$ cat src/rtl/jt900h_memarb.sv
// Two-port arbiter/sequencer sharing one 16-bit synchronous RAM between the jt900h CPU bus
// and an auxiliary requester. One access at a time, registered outputs, cen-qualified state.
module jt900h_memarb #(
  parameter int AW      = 12,
  parameter int RDLAT   = 1,
  parameter int MAXWAIT = 3
) (
  input  logic          clk,
  input  logic          rst,
  input  logic          cen,

  input  logic          cpu_req,
  input  logic [23:0]   cpu_addr,
  input  logic [15:0]   cpu_din,
  input  logic [1:0]    cpu_we,
  output logic [15:0]   cpu_dout,
  output logic          cpu_rdy,

  input  logic          aux_req,
  input  logic [23:0]   aux_addr,
  input  logic [15:0]   aux_din,
  input  logic [1:0]    aux_we,
  output logic [15:0]   aux_dout,
  output logic          aux_rdy,

  output logic          mem_cs,
  output logic [AW-2:0] mem_addr,
  output logic [15:0]   mem_din,
  output logic [1:0]    mem_we,
  input  logic [15:0]   mem_dout,
  output logic          gnt
);

  typedef enum logic [1:0] {IDLE, ACCESS, DONE} state_t;

  localparam logic [2:0] LAT_M1 = 3'(RDLAT - 1);
  localparam logic [7:0] MAXW   = 8'(MAXWAIT);

  state_t        state, state_nxt;
  logic [2:0]    cnt, cnt_nxt;
  logic          rd, rd_nxt;
  logic [7:0]    starve, starve_nxt;
  logic          pick_aux;

  logic          mem_cs_nxt, gnt_nxt, cpu_rdy_nxt, aux_rdy_nxt;
  logic [AW-2:0] mem_addr_nxt;
  logic [15:0]   mem_din_nxt, cpu_dout_nxt, aux_dout_nxt;
  logic [1:0]    mem_we_nxt;

  // Byte-select bit and the bits above the RAM window are aliased away.
  logic unused_ok;
  assign unused_ok = &{1'b0, cpu_addr[23:AW], cpu_addr[0], aux_addr[23:AW], aux_addr[0]};

  always_comb begin
    // NOTE: every signal gets a default first so no path leaves one unassigned (no latches).
    state_nxt    = state;
    cnt_nxt      = cnt;
    rd_nxt       = rd;
    starve_nxt   = starve;
    pick_aux     = 1'b0;
    mem_cs_nxt   = mem_cs;
    mem_addr_nxt = mem_addr;
    mem_din_nxt  = mem_din;
    mem_we_nxt   = mem_we;
    gnt_nxt      = gnt;
    cpu_rdy_nxt  = cpu_rdy;
    aux_rdy_nxt  = aux_rdy;
    cpu_dout_nxt = cpu_dout;
    aux_dout_nxt = aux_dout;

    case (state)
      IDLE: begin
        if (cpu_req || aux_req) begin
          // CPU has priority until aux has waited MAXWAIT CPU grants.
          pick_aux   = aux_req && (!cpu_req || starve >= MAXW);
          state_nxt  = ACCESS;
          mem_cs_nxt = 1'b1;
          gnt_nxt    = pick_aux;
          cnt_nxt    = LAT_M1;
          if (pick_aux) begin
            mem_addr_nxt = aux_addr[AW-1:1];
            mem_din_nxt  = aux_din;
            mem_we_nxt   = aux_we;
            rd_nxt       = (aux_we == 2'b00);
            starve_nxt   = 8'd0;
          end else begin
            mem_addr_nxt = cpu_addr[AW-1:1];
            mem_din_nxt  = cpu_din;
            mem_we_nxt   = cpu_we;
            rd_nxt       = (cpu_we == 2'b00);
            if (aux_req && starve < MAXW) starve_nxt = starve + 8'd1;
          end
        end
      end

      ACCESS: begin
        mem_we_nxt = 2'b00;
        if (!rd || cnt == 3'd0) begin
          state_nxt  = DONE;
          mem_cs_nxt = 1'b0;
          if (gnt) begin
            aux_rdy_nxt = 1'b1;
            if (rd) aux_dout_nxt = mem_dout;
          end else begin
            cpu_rdy_nxt = 1'b1;
            if (rd) cpu_dout_nxt = mem_dout;
          end
        end else begin
          cnt_nxt = cnt - 3'd1;
        end
      end

      DONE: begin
        cpu_rdy_nxt = 1'b0;
        aux_rdy_nxt = 1'b0;
        state_nxt   = IDLE;
      end

      default: state_nxt = IDLE;
    endcase
  end

  always_ff @(posedge clk or posedge rst) begin
    if (rst) begin
      state <= IDLE;
    end else if (cen) begin
      // NOTE: sequential state uses non-blocking assignments so all registers update together.
      state <= state_nxt;
    end
  end

  always_ff @(posedge clk or posedge rst) begin
    if (rst) begin
      cnt      <= 3'd0;
      rd       <= 1'b0;
      starve   <= 8'd0;
      mem_cs   <= 1'b0;
      mem_addr <= '0;
      mem_din  <= 16'd0;
      mem_we   <= 2'b00;
      gnt      <= 1'b0;
      cpu_rdy  <= 1'b0;
      aux_rdy  <= 1'b0;
      cpu_dout <= 16'd0;
      aux_dout <= 16'd0;
    end else if (cen) begin
      cnt      <= cnt_nxt;
      rd       <= rd_nxt;
      starve   <= starve_nxt;
      mem_cs   <= mem_cs_nxt;
      mem_addr <= mem_addr_nxt;
      mem_din  <= mem_din_nxt;
      mem_we   <= mem_we_nxt;
      gnt      <= gnt_nxt;
      cpu_rdy  <= cpu_rdy_nxt;
      aux_rdy  <= aux_rdy_nxt;
      cpu_dout <= cpu_dout_nxt;
      aux_dout <= aux_dout_nxt;
    end
  end

endmodule
$ cat config.mk
export PLATFORM = sky130hd
export DESIGN_NAME = jt900h_memarb
export DESIGN_NICKNAME = d
export VERILOG_FILES = /design/src/rtl/jt900h_memarb.sv
export SDC_FILE = /design/constraint.sdc
export NUM_CORES = 1
export LEC_CHECK = 0
export BUFFER_PORTS_ARGS = -buffer_cell sky130_fd_sc_hd__buf_2
export CORE_UTILIZATION = 42
export CTS_CLUSTER_SIZE = 30
export DETAILED_ROUTE_END_ITERATION = 10
export GPL_TIMING_DRIVEN = 0
export PLACE_DENSITY = 0.84
export SLEW_MARGIN = 20
export SYNTH_ARGS = -nofsm -noshare
export SYNTH_HDL_FRONTEND = slang
export SYNTH_SLANG_ARGS = --single-unit
$ cat constraint.sdc
create_clock -name clk -period 2.3 [get_ports clk]
set_clock_uncertainty 0.2 [all_clocks]
set_input_delay 0.23 -clock clk [delete_from_list [all_inputs] [get_ports clk]]
set_output_delay 0.23 -clock clk [all_outputs]
set_load 0.01 [all_outputs]
* Word-level counts from Yosys, hierarchy flattened
Cells that the tools add are included. W data, S select, Z words.
Word-level totals: output and inout bits 65, logic and storage cells 72, register bits after elaboration 79, input port bits 105
Operators by class: bitwise gates (word level) 1, order comparisons 2, add/subtract/negate cells 2, reduce and logical (&&, ||, !) cells 24, multiplexer cells 23, equality and inequality tests 7
Operators by type and width (number):
- $reduce_and A4 Y1 | 5
- $mux W16 | 1
- $mux W8 | 2
- $mux W11 | 1
- $ne A2 B2 Y1 const B | 5
- $reduce_and A5 Y1 | 2
- $reduce_and A3 Y1 | 3
- $add A8 B1 Y8 const B | 1
- $ge A8 B2 Y1 const B | 1
- $lt A8 B2 Y1 const B | 1
- $mux W2 | 4
- $pmux W2 S2 | 2
- $mux W1 | 7
- $logic_not A2 Y1 | 3
- $mux W3 | 2
- $pmux W1 S2 | 3
- $pmux W3 S2 | 1
- $reduce_bool A2 Y1 | 3
- $logic_not A3 Y1 | 1
- $logic_or A1 B1 Y1 | 3
- $sub A3 B1 Y3 const B | 1
- $eq A2 B1 Y1 const B | 1
- $eq A2 B2 Y1 const B | 1
- $logic_and A1 B1 Y1 | 2
- 2 further kinds | 3

* Depth between registers and ports, before layout
Gate-level depths: netlist of run 1.
depth after elaboration 6, gate-level depth with buffers 8, gate-level depth less buffers 7

* Worst setup path after synthesis of run 1
No wires, ideal clock.
path kind reg-to-reg, start point reg starve[0], end point reg mem_addr[10], setup slack 0.271 ns, arrival time 1.695 ns, stages on the path, launching flop included 8, period minus slack after synthesis 2.029 ns, path through dfrtp_1 ha_1 nor4_1 a21bo_2 buf_6 buf_8 mux2i_1 o21ai_0
Between the ends: longest elaborated chain between the ends 4
Ends and longest elaborated chain:
- start: declaration | RTL line 42 | logic [7:0] starve, starve_nxt;
- start signal: assignment | RTL line 149 | starve <= starve_nxt;
- $ge A8 B2 Y1 | RTL line 75 | pick_aux = aux_req && (!cpu_req || starve >= MAXW);
- $logic_or A1 B1 Y1 | RTL line 75
- $logic_and A1 B1 Y1 | RTL line 75
- $mux W11 | RTL line 80 | if (pick_aux) begin
- end signal: assignment | RTL line 151 | mem_addr <= mem_addr_nxt;
- end: declaration | RTL line 27 | output logic [AW-2:0] mem_addr,
Every way passes these cells. A chain may end at the register's enable or synchronous reset.

* Worst setup path after layout of run 1
start point reg cnt[0], end point reg aux_dout[7]
Between the ends: longest elaborated chain between the ends 3
Ends and longest elaborated chain:
- start: declaration | RTL line 40 | logic [2:0] cnt, cnt_nxt;
- start signal: assignment | RTL line 147 | cnt <= cnt_nxt;
- $logic_not A3 Y1 | RTL line 98 | if (!rd || cnt == 3'd0) begin
- $logic_or A1 B1 Y1 | RTL line 98
- $reduce_and A5 Y1 (no source line)
- end signal: assignment | RTL line 158 | aux_dout <= aux_dout_nxt;
- end: declaration | RTL line 23 | output logic [15:0] aux_dout,
Every way passes these cells.

==> results of run 1 <==
-- worst paths after layout --
path,startpoint,end,cells past startpoint
max,cnt[0]$_DFFE_PP0P_,aux_dout[7]$_DFFE_PP0P_,8
min,aux_din[10],mem_din[10]$_DFFE_PP0P_,3
max reg2reg,cnt[0]$_DFFE_PP0P_,aux_dout[7]$_DFFE_PP0P_,8
min reg2reg,mem_addr[10]$_DFFE_PP0P_,mem_addr[10]$_DFFE_PP0P_,2
max in group asynchronous,rst,aux_dout[9]$_DFFE_PP0P_,4
min in group asynchronous,rst,cpu_dout[3]$_DFFE_PP0P_,3
-- stage by stage --
| stage | setup slack [ns] | area [µm²] | TNS [ns] |
|---|---|---|---|
| 6_report | 0.0833 | 5310 | 0 |
| 3_3_place_gp | 0.0158 | 4340 | 0 |
| 2_1_floorplan | 0.271 | 3500 | 0 |
| 3_5_place_dp | -0.00600 | 4380 | -0.00600 |
| 5_1_grt | -0.0125 | 5310 | -0.0547 |
| 4_1_cts | 0.0642 | 5290 | 0 |
-- where the power goes --
| group | switching, µW | internal [µW] |
|---|---|---|
| sequential | 336 | 1940 |
| clock | 527 | 535 |
| combinational | 971 | 961 |
| total | 1830 | 3440 |
-- flip-flops by register name, summed over array words and instances, names as in the netlist, 2 cells and up --
register,cells
cnt,3
state,2
cpu_dout,16
mem_we,2
mem_addr,11
starve,8
aux_dout,16
mem_din,16
-- cells in the mapped netlist, drive strengths merged (2+ instances only) --
| library cell | number |
|---|---|
| o22a | 3 |
| clkbuf | 6 |
| inv | 8 |
| ha | 3 |
| nand2b | 4 |
| a21oi | 4 |
| o21ai | 32 |
| dfrtp | 79 |
| or3 | 2 |
| nand4 | 2 |
| nor2b | 2 |
| buf | 10 |
| and2 | 2 |
| nor3 | 2 |
| mux2i | 33 |
| a31oi | 2 |
| nand3 | 3 |
| a21o | 2 |
| nand2 | 37 |
| mux2 | 32 |
| nor2 | 11 |
-- what timing repair did --
item,4_1_cts,5_1_grt
pin swaps,0,1
setup endpoints to repair,2,34
resized for setup,1,3
hold endpoints to repair,139,0
hold buffers,70,0
gates cloned,0,0
-- layer usage --
layer	share of wire	up-vias	track usage
li1	-	1463	-
met2	0.50	131	0.428
met3	0.061	21	0.0488
met4	0.023	0	0.0962
met5	0	-	0
met1	0.42	1461	0.284
-- critical path: stages, from the launching register on --
cell and delay (ns):
dfrtp_1 0.38, inv_1 0.08, ha_1 0.16, ha_1 0.18, nand4_1 0.19, or2_1 0.26, clkbuf_4 0.18, buf_6 0.17
mux2_4 0.31
-- cells by family (layout without fill, tap and decap cells) --
logic type / after synthesis / count (layout) / share of synthesized area
adder cells (fa/ha/maj): 3 / 3 / 0.0107
multiplexers: 65 / 65 / 0.208
buffers and inverters: 24 / 255 / 0.0419
flip-flops: 79 / 79 / 0.566
AO/OA/AOI/OAI: 48 / 48 / 0.0791
AND/OR/NAND/NOR: 70 / 70 / 0.0942
-- layout make-up --
cell class | count | area share
well taps | 102 | 0.0240
repair buffers | 215 | 0.274
clock inverters | 6 | 0.0127
multi-input cells | 186 | 0.262
inverters | 8 | 0.00636
clock buffers | 10 | 0.0259
flip-flops and latches | 79 | 0.372
plain buffers | 16 | 0.0224
==> summary.txt, run 1 <==
GRT
  – Initial antenna violation count: 0
  – Vias in the first global route: 3337
  – Grt ovf: 0
  – Largest net degree at the start of global routing: 36
  – Total track usage: 0.241
  – First-pass GRT wire length: around 16000 µm

Logic synthesis
  – Seq/Total Area, Yosys: 0.566
  – Syn_nets: 397
  – Top_reg_cell synth: dfrtp_1
  – Mapped Avg Cell Area: 12.1 µm²
  – Synth area leaders: dfrtp_1, mux2i_1, mux2_2, mux2_4, nand2_1
  – YS warnings: 0
  – Synth area leader: dfrtp_1
  – Number of synthesized register bits: 79
  – Syn Inst Count: 289
  – Post-synth EDFFs: 0
  – Post-synth ARST share: 1.00
  – Post-synth cell types: 37
  – Top-area cell type share of the netlist area: 0.566
  – Post-Syn Area: about 0.0035 mm²

Power
  – PwrDens: 992 mW/mm²
  – Pwr Total: 5270 µW
  – LEAKAGE: 0.00277 µW
  – Max VDD drop: 442 µV

Clock network
  – TritonCTS clock tree: yes
  – Num CTS Buffers: 9
  – Clk_lat worst skew: 0.35 ns
  – # Post-CTS Setup Buffers: 0
  – # H-tree levels: 3
  – CTS Root Cell: clkbuf_8
  – Clock Path Buffers: 2
  – Clock Sinks: 79
  – Clock slew at reported path FFs: 0.09 ns

Detailed routing
  – Vias: around 3100
  – Final wirelength: 9920 µm
  – Number of remaining DRC errors: 0
  – Routed vias/inst: approximately 4.9
  – Routed Antenna Nets: 0
  – 1st-pass router iterations: 4
  – DR WL/cell: 15.9 µm
  – DR iter-0 viols: 85

STA
  – Unrepaired setup endpoints after global routing: yes
  – WHS: -0.000699 ns
  – Final Slew Violations: 0
  – Worst-Margin Slew: 0.947 ns
  – Final setup vio count: 0
  – Max_slew headroom: 0.361
  – Final Critical Period: 2.22 ns
  – Fin. Hold Viols: 1
  – Fmax: between 0.4 and 0.5 GHz
  – Tcrit/Tclk final: 0.964

Setup path
  – CP Launch Type: flop
  – Crit. End Element: flop
  – Critical Path AT: 2.24 ns
  – Maximum fanout along the worst path: 10
  – Register-to-register setup slack: between 0.08 and 0.09 ns
  – Setup CP Type: reg2reg
  – Critical path data required time: 2.33 ns

Job
  – # Max-Cap Violations: 0

Place
  – Port bufs: 143
  – Placer congestion estimate: 0.752
  – DP Cell Count: between 500 and 600
  – HPWL after DPL: between 6000 and 7000 µm

Min path
  – Hold WC Path Type: in2reg

Run status
  – Status: complete, but fails checks
  – Violated checks: hold timing

Floorplanning
  – Initial core utilization: 0.443
  – Row count: 32
  – Core area: 0.00789 mm²
  – Die ar.: 0.00869 mm²
  – Die Span Y: 93.2 µm
  – Die width: about 93 µm
  – IO Pins: 170

Cells and area
  – Syn-to-layout area delta: 52.0%
  – # diodes: 0
  – Final Core Density: 0.673
  – Nets: around 620
  – Area taken by multi-input logic gates: 0.00139 mm²
  – Register area: roughly 0.0020 mm²
  – Ratio of cells with drive above 1 in the final layout: 0.400
  – Most frequent cells in the layout: buf_2, dfrtp_1, dlygate4sd3_1, nand2_1, mux2i_1
  – Layout Cells excl Fill: 622
  – Most common cell after layout, fill and taps aside: buf_2
  – Layout fillers: ~570
(Power assumes the default switching activity.)
==> inputs of run 2 (changes only) <==
--- a/config.mk
+++ b/config.mk
@@ -11,6 +11,7 @@
 export DETAILED_ROUTE_END_ITERATION = 10
 export GPL_TIMING_DRIVEN = 0
 export PLACE_DENSITY = 0.84
+export RECOVER_POWER = 25
 export SLEW_MARGIN = 20
 export SYNTH_ARGS = -nofsm -noshare
 export SYNTH_HDL_FRONTEND = slang
==> summary.txt, run 2 (synthesis gave the netlist of run 1 again) <==
Setup path
  – Critical path data required time: 2.33 ns (about the same)
  – Cell Chain, Critical Path: inv_1 > ha_1 > ha_1 > nand4_1 > or2_1 > clkbuf_4 > buf_6 > mux2_4
  – Maximum fanout along the worst path: 10 (unchanged)
  – Slowest cell delay on critical path: 0.38 ns (about the same)
  – Setup CP Type: reg2reg
  – Sum of buffers and inverters on the critical path: 3 (unchanged)
  – Crit path max-delay cell type: dfrtp_1
  – Critical Path AT: 2.24 ns (about the same)
  – Crit-path most repeated cell: ha_1
  – CP Launch Type: flop
  – Crit. End Element: flop
  – Largest delay share family, worst path: simple AND/OR/NAND/NOR gates

Place
  – HPWL after DPL: 6160 µm (unchanged)
  – Placer congestion estimate: 0.752 (unchanged)
  – Port bufs: 143 (unchanged)

Clock network
  – # Post-CTS Setup Buffers: 0 (unchanged)
  – # H-tree levels: 3 (unchanged)
  – TritonCTS clock tree: yes
  – Clock Sinks: 79 (unchanged)
  – Clock Path Buffers: 2 (unchanged)
  – Clk_lat worst skew: 0.35 ns (about the same)
  – CTS Root Cell: clkbuf_8
  – Clock slew at reported path FFs: 0.09 ns (about the same)
  – Num CTS Buffers: 9 (unchanged)

STA
  – Final Slew Violations: 0 (unchanged)
  – Tcrit/Tclk final: 0.964 (about the same)
  – Fin. Hold Viols: 1 (unchanged)
  – Setup TNS: 0 ns (unchanged)
  – Worst-Margin Slew: 0.943 ns (-0.00354 ns)
  – Final Critical Period: 2.22 ns (-0.000110 ns)
  – Final setup vio count: 0 (unchanged)
  – Max_slew headroom: 0.363 (+0.00239)
  – WHS: -0.000878 ns (-0.000180 ns)
  – Fmax: 0.451 GHz (about the same)
  – Unrepaired setup endpoints after global routing: yes

Floorplanning
  – Die ar.: 0.00869 mm² (unchanged)
  – Initial core utilization: 0.443 (unchanged)
  – Core area: 0.00789 mm² (unchanged)
  – Die Span Y: 93.2 µm (unchanged)
  – IO Pins: 170 (unchanged)
  – Die width: 93.2 µm (unchanged)
  – Row count: 32 (unchanged)

GRT
  – First-pass GRT wire length: 15900 µm (unchanged)
  – Total track usage: 0.241 (unchanged)
  – Vias in the first global route: 3337 (unchanged)
  – Largest net degree at the start of global routing: 36 (unchanged)
  – Grt ovf: 0 (unchanged)
  – Initial antenna violation count: 0 (unchanged)

Power
  – LEAKAGE: 0.00276 µW (-0.38%)
  – Max VDD drop: 442 µV (about the same)
  – PwrDens: 997 mW/mm² (+0.49%)

Cells and area
  – Most common cell after layout, fill and taps aside: buf_2
  – Nets: 623 (unchanged)
  – # diodes: 0 (unchanged)
  – Ratio of cells with drive above 1 in the final layout: 0.400 (unchanged)
  – Top Registers: aux_dout: 16 flops, cpu_dout: 16 flops, mem_din: 16 flops
  – Most frequent cells in the layout: buf_2, dfrtp_1, dlygate4sd3_1, nand2_1, mux2i_1
  – Syn-to-layout area delta: 51.0%
  – Layout fillers: 577 (+0.70%)

Detailed routing
  – Final wirelength: 9940 µm (+0.23%)
  – DR iter-0 viols: 96 (+13%)
  – Routed Antenna Nets: 0 (unchanged)
  – DR WL/cell: 16.0 µm (+0.23%)
  – Routed vias/inst: 4.96 (+0.39%)
  – Vias: 3088 (+0.39%)
  – 1st-pass router iterations: 4 (unchanged)
  – Number of remaining DRC errors: 0 (unchanged)

Run status
  – Status: complete, but fails checks
  – Violated checks: hold timing

Min path
  – Hold WC Path Type: in2reg

Job
  – # Max-Cap Violations: 0 (unchanged)
run 2: per-stage QoR:
| stage | worst slack, ns | power, µW | utilization | cell area (µm²) | cells |
|---|---|---|---|---|---|
| final | 0.0834 | 5260 | 0.669 | 5280 | 622 |
| after global routing | -0.0125 | 5590 | 0.669 | 5280 | 622 |
| after CTS | 0.0642 | 5250 | 0.671 | 5290 | 622 |
| after detailed placement | -0.00600 | 4090 | 0.556 | 4380 | 536 |
| after global placement | 0.0158 | 3990 | 0.550 | 4340 | 534 |
| after floorplan | 0.271 | 3260 | - | 3500 | 289 |
run 2: cell type report:
type	count	area [µm²]	area share
plain buffers	16	119	0.0225
clock buffers	10	138	0.0261
clock inverters	6	67.6	0.0128
inverters	8	31.3	0.00593
multi-input cells	186	1390	0.264
flip-flops and latches	79	1980	0.375
well taps	102	128	0.0242
repair buffers	215	1430	0.270
run 2: path summary, 6_finish.rpt:
check / startpoint / cells after the start / slack [ns] / end
setup / recovery: cnt[0]$_DFFE_PP0P_ / 8 / 0.08 / aux_dout[7]$_DFFE_PP0P_
hold / removal: aux_din[10] / 3 / -0.0009 / mem_din[10]$_DFFE_PP0P_
setup reg to reg: cnt[0]$_DFFE_PP0P_ / 8 / 0.08 / aux_dout[7]$_DFFE_PP0P_
hold reg to reg: mem_addr[10]$_DFFE_PP0P_ / 2 / 0.28 / mem_addr[10]$_DFFE_PP0P_
max in group asynchronous: rst / 4 / 0.48 / aux_dout[7]$_DFFE_PP0P_
min in group asynchronous: rst / 3 / 0.24 / cpu_dout[3]$_DFFE_PP0P_
run 2: what timing repair did:
item / CTS / global route
resized for setup: 1 / 3
pin swaps: 0 / 1
hold endpoints to repair: 139 / 0
endpoints found under the setup margin: 2 / 34
hold buffers: 70 / 0
run 2: worst register-to-register path: stages (launching register included):
cell and delay, ns:
dfrtp_1 0.38, inv_1 0.08, ha_1 0.16, ha_1 0.18, nand4_1 0.19, or2_1 0.26, clkbuf_4 0.18, buf_6 0.18
mux2_4 0.31
run 2: metal layers:
metal	share of wire	track usage
met1	0.42	0.284
met2	0.50	0.428
met3	0.060	0.0488
met4	0.020	0.0962
met5	0	0
run 2: power breakdown:
part	leakage (µW)	internal, µW	switching [µW]	total, µW
registers	0.000991	1940	336	2280
logic	0.00167	955	970	1920
clock network	0.0000989	535	529	1060
total	0.00276	3430	1830	5260
==> inputs of run 3 (changes only) <==
--- a/config.mk
+++ b/config.mk
@@ -6,6 +6,7 @@
 export NUM_CORES = 1
 export LEC_CHECK = 0
 export BUFFER_PORTS_ARGS = -buffer_cell sky130_fd_sc_hd__buf_2
+export CORE_MARGIN = 4
 export CORE_UTILIZATION = 42
 export CTS_CLUSTER_SIZE = 30
 export DETAILED_ROUTE_END_ITERATION = 10
==> summary.txt, run 3 (synthesis gave the netlist of run 1 again) <==
Setup path
  – Critical Path AT: 2.22 ns (-0.02 ns)
  – Crit. End Element: flop
  – Critical path data required time: 2.34 ns (about the same)
  – Crit-path most repeated cell: ha_1
  – Slowest cell delay on critical path: 0.39 ns (about the same)
  – CP Launch Type: flop
  – Cell Chain, Critical Path: inv_1 > ha_1 > ha_1 > nand4_1 > or2_1 > buf_2 > buf_6 > mux2_4
  – Setup CP Type: reg2reg
  – Maximum fanout along the worst path: 10 (unchanged)
  – Crit path max-delay cell type: dfrtp_1

Cells and area
  – Ratio of cells with drive above 1 in the final layout: 0.384 (-0.0161)
  – Nets: 624 (+0.16%)
  – Layout Cells excl Fill: 627 (+0.80%)
  – Syn-to-layout area delta: 51.1% (about the same)
  – Most common cell after layout, fill and taps aside: buf_2
  – Most frequent cells in the layout: buf_2, dfrtp_1, dlygate4sd3_1, nand2_1, mux2i_1
  – Layout fillers: 600 (+4.0%)
  – Top Registers: aux_dout: 16 flops, cpu_dout: 16 flops, mem_din: 16 flops

Place
  – HPWL after DPL: 6620 µm (+7.5%)
  – Port bufs: 143 (unchanged)
  – Pre-CTS WS: -0.0449 ns (-0.0389 ns)
  – DP Cell Count: 539 (+0.56%)
  – Placer congestion estimate: 0.791 (+5.3%)

STA
  – Final worst setup slack: 0.120 ns (+0.0368 ns)
  – Fin. Hold Viols: 0 (-1)
  – Final Slew Violations: 0 (unchanged)
  – Final setup vio count: 0 (unchanged)
  – Unrepaired setup endpoints after global routing: no
  – Final Critical Period: 2.18 ns (-0.0368 ns)
  – Max_slew headroom: 0.183 (-0.180)
  – WHS: 0.0156 ns (+0.0165 ns)
  – Worst-Margin Slew: 1.22 ns (+0.276 ns)
  – Setup TNS: 0 ns (unchanged)
  – Fmax: 0.459 GHz (+1.7%)
  – Tcrit/Tclk final: 0.948 (-0.0160)

Clock network
  – # H-tree levels: 3 (unchanged)
  – TritonCTS clock tree: yes
  – Clock slew at reported path FFs: 0.09 ns (about the same)
  – CTS Root Cell: clkbuf_8
  – Clock Path Buffers: 2 (unchanged)
  – Clk_lat worst skew: 0.35 ns (about the same)
  – # Post-CTS Setup Buffers: 0 (unchanged)
  – Num CTS Buffers: 9 (unchanged)
  – Clock Sinks: 79 (unchanged)

Power
  – Max VDD drop: 460 µV (+4.0%)
  – PwrDens: 983 mW/mm² (-1.5%)
  – LEAKAGE: 0.00273 µW (-1.0%)

Floorplanning
  – Initial core utilization: 0.430 (-0.0134)
  – Row count: 33 (+3.1%)
  – Die width: 99.2 µm (+6.4%)
  – Die Span Y: 99.2 µm (+6.4%)
  – Die ar.: 0.00984 mm² (+13%)
  – IO Pins: 170 (unchanged)
  – Core area: 0.00813 mm² (+3.1%)

Detailed routing
  – DR iter-0 viols: 80 (-17%)
  – Routed Antenna Nets: 0 (unchanged)
  – Final wirelength: 10600 µm (+6.5%)
  – Routed vias/inst: 5.01 (+0.84%)
  – Number of remaining DRC errors: 0 (unchanged)
  – Vias: 3139 (+1.7%)
  – 1st-pass router iterations: 4 (unchanged)
  – DR WL/cell: 16.9 µm (+5.7%)

GRT
  – Vias in the first global route: 3485 (+4.4%)
  – Grt ovf: 0 (unchanged)
  – First-pass GRT wire length: 17500 µm (+9.8%)
  – Initial antenna violation count: 1 (+1)
  – Largest net degree at the start of global routing: 34 (-5.6%)
  – Total track usage: 0.225 (-0.0154)

Run status
  – Status: complete, no violations

Job
  – # Max-Cap Violations: 0 (unchanged)

Min path
  – Hold WC Path Type: in2reg
[run 3: cell count changes in the layout (fill, tap and decap cells not counted), sizes merged]
cell,before,now
bufinv,1,0
clkbuf,19,26
clkinv,2,1
inv,8,10
dlygate4sd3,70,71
buf,152,145
diode,0,1
[run 3: timing repair]
item	in CTS	in global routing
hold buffers	71	0
endpoints found under the hold margin	87	0
pin swaps	0	1
gates resized for setup	1	5
setup endpoints to repair	23	32
[run 3: metal layers]
metal / routed length, µm / up-vias / track usage / share of wire
met5: 0 / - / 0 / 0
met4: 307 / 0 / 0.0840 / 0.029
met3: 885 / 33 / 0.0708 / 0.084
met2: 5350 / 151 / 0.397 / 0.51
met1: 4050 / 1495 / 0.256 / 0.38
li1: - / 1460 / - / -
[run 3: final cells by class]
class / instances / area [µm²] / share of cell area
Sequential cell: 79 / 1980 / 0.374
Inverter: 8 / 31.3 / 0.00593
Timing Repair Buffer: 216 / 1440 / 0.273
Multi-Input combinational cell: 186 / 1390 / 0.264
Clock inverter: 6 / 50.0 / 0.00948
Antenna cell: 1 / 2.50 / 0.000474
Clock buffer: 10 / 138 / 0.0261
Tap cell: 105 / 131 / 0.0249
Buffer: 16 / 118 / 0.0223
[run 3: power breakdown]
group          switching, µW  internal, µW
Clock                    550           435
Sequential               351          1940
Combinational            973           939
[run 3: critical path: cells and delay by family, from the launching register on]
kind	cells	cell delay, ns
flops	1	0.39
simple gates	2	0.41
mux	1	0.31
fa+ha+maj	2	0.32
buf+inv	3	0.43
[run 3: path summary, 6_finish.rpt]
path | start | to | slack (ns) | depth (start not counted)
min reg2reg | mem_addr[1]$_DFFE_PP0P_ | mem_addr[1]$_DFFE_PP0P_ | 0.28 | 2
max reg2reg | cnt[0]$_DFFE_PP0P_ | aux_dout[6]$_DFFE_PP0P_ | 0.12 | 8
max in group asynchronous | rst | mem_din[10]$_DFFE_PP0P_ | 0.36 | 4
max | cnt[0]$_DFFE_PP0P_ | aux_dout[6]$_DFFE_PP0P_ | 0.12 | 8
min | cpu_din[2] | mem_din[2]$_DFFE_PP0P_ | 0.02 | 3
min in group asynchronous | rst | mem_addr[2]$_DFFE_PP0P_ | 0.48 | 3
[run 3: through the flow]
| step | util | power, µW | area (µm²) |
|---|---|---|---|
| after global routing | 0.649 | 5550 | 5280 |
| after CTS | 0.651 | 5180 | 5300 |
| after detailed placement | 0.540 | 4110 | 4390 |
| after global placement | 0.534 | 4000 | 4350 |
| after floorplan | - | 3260 | 3500 |
| final | 0.649 | 5190 | 5280 |
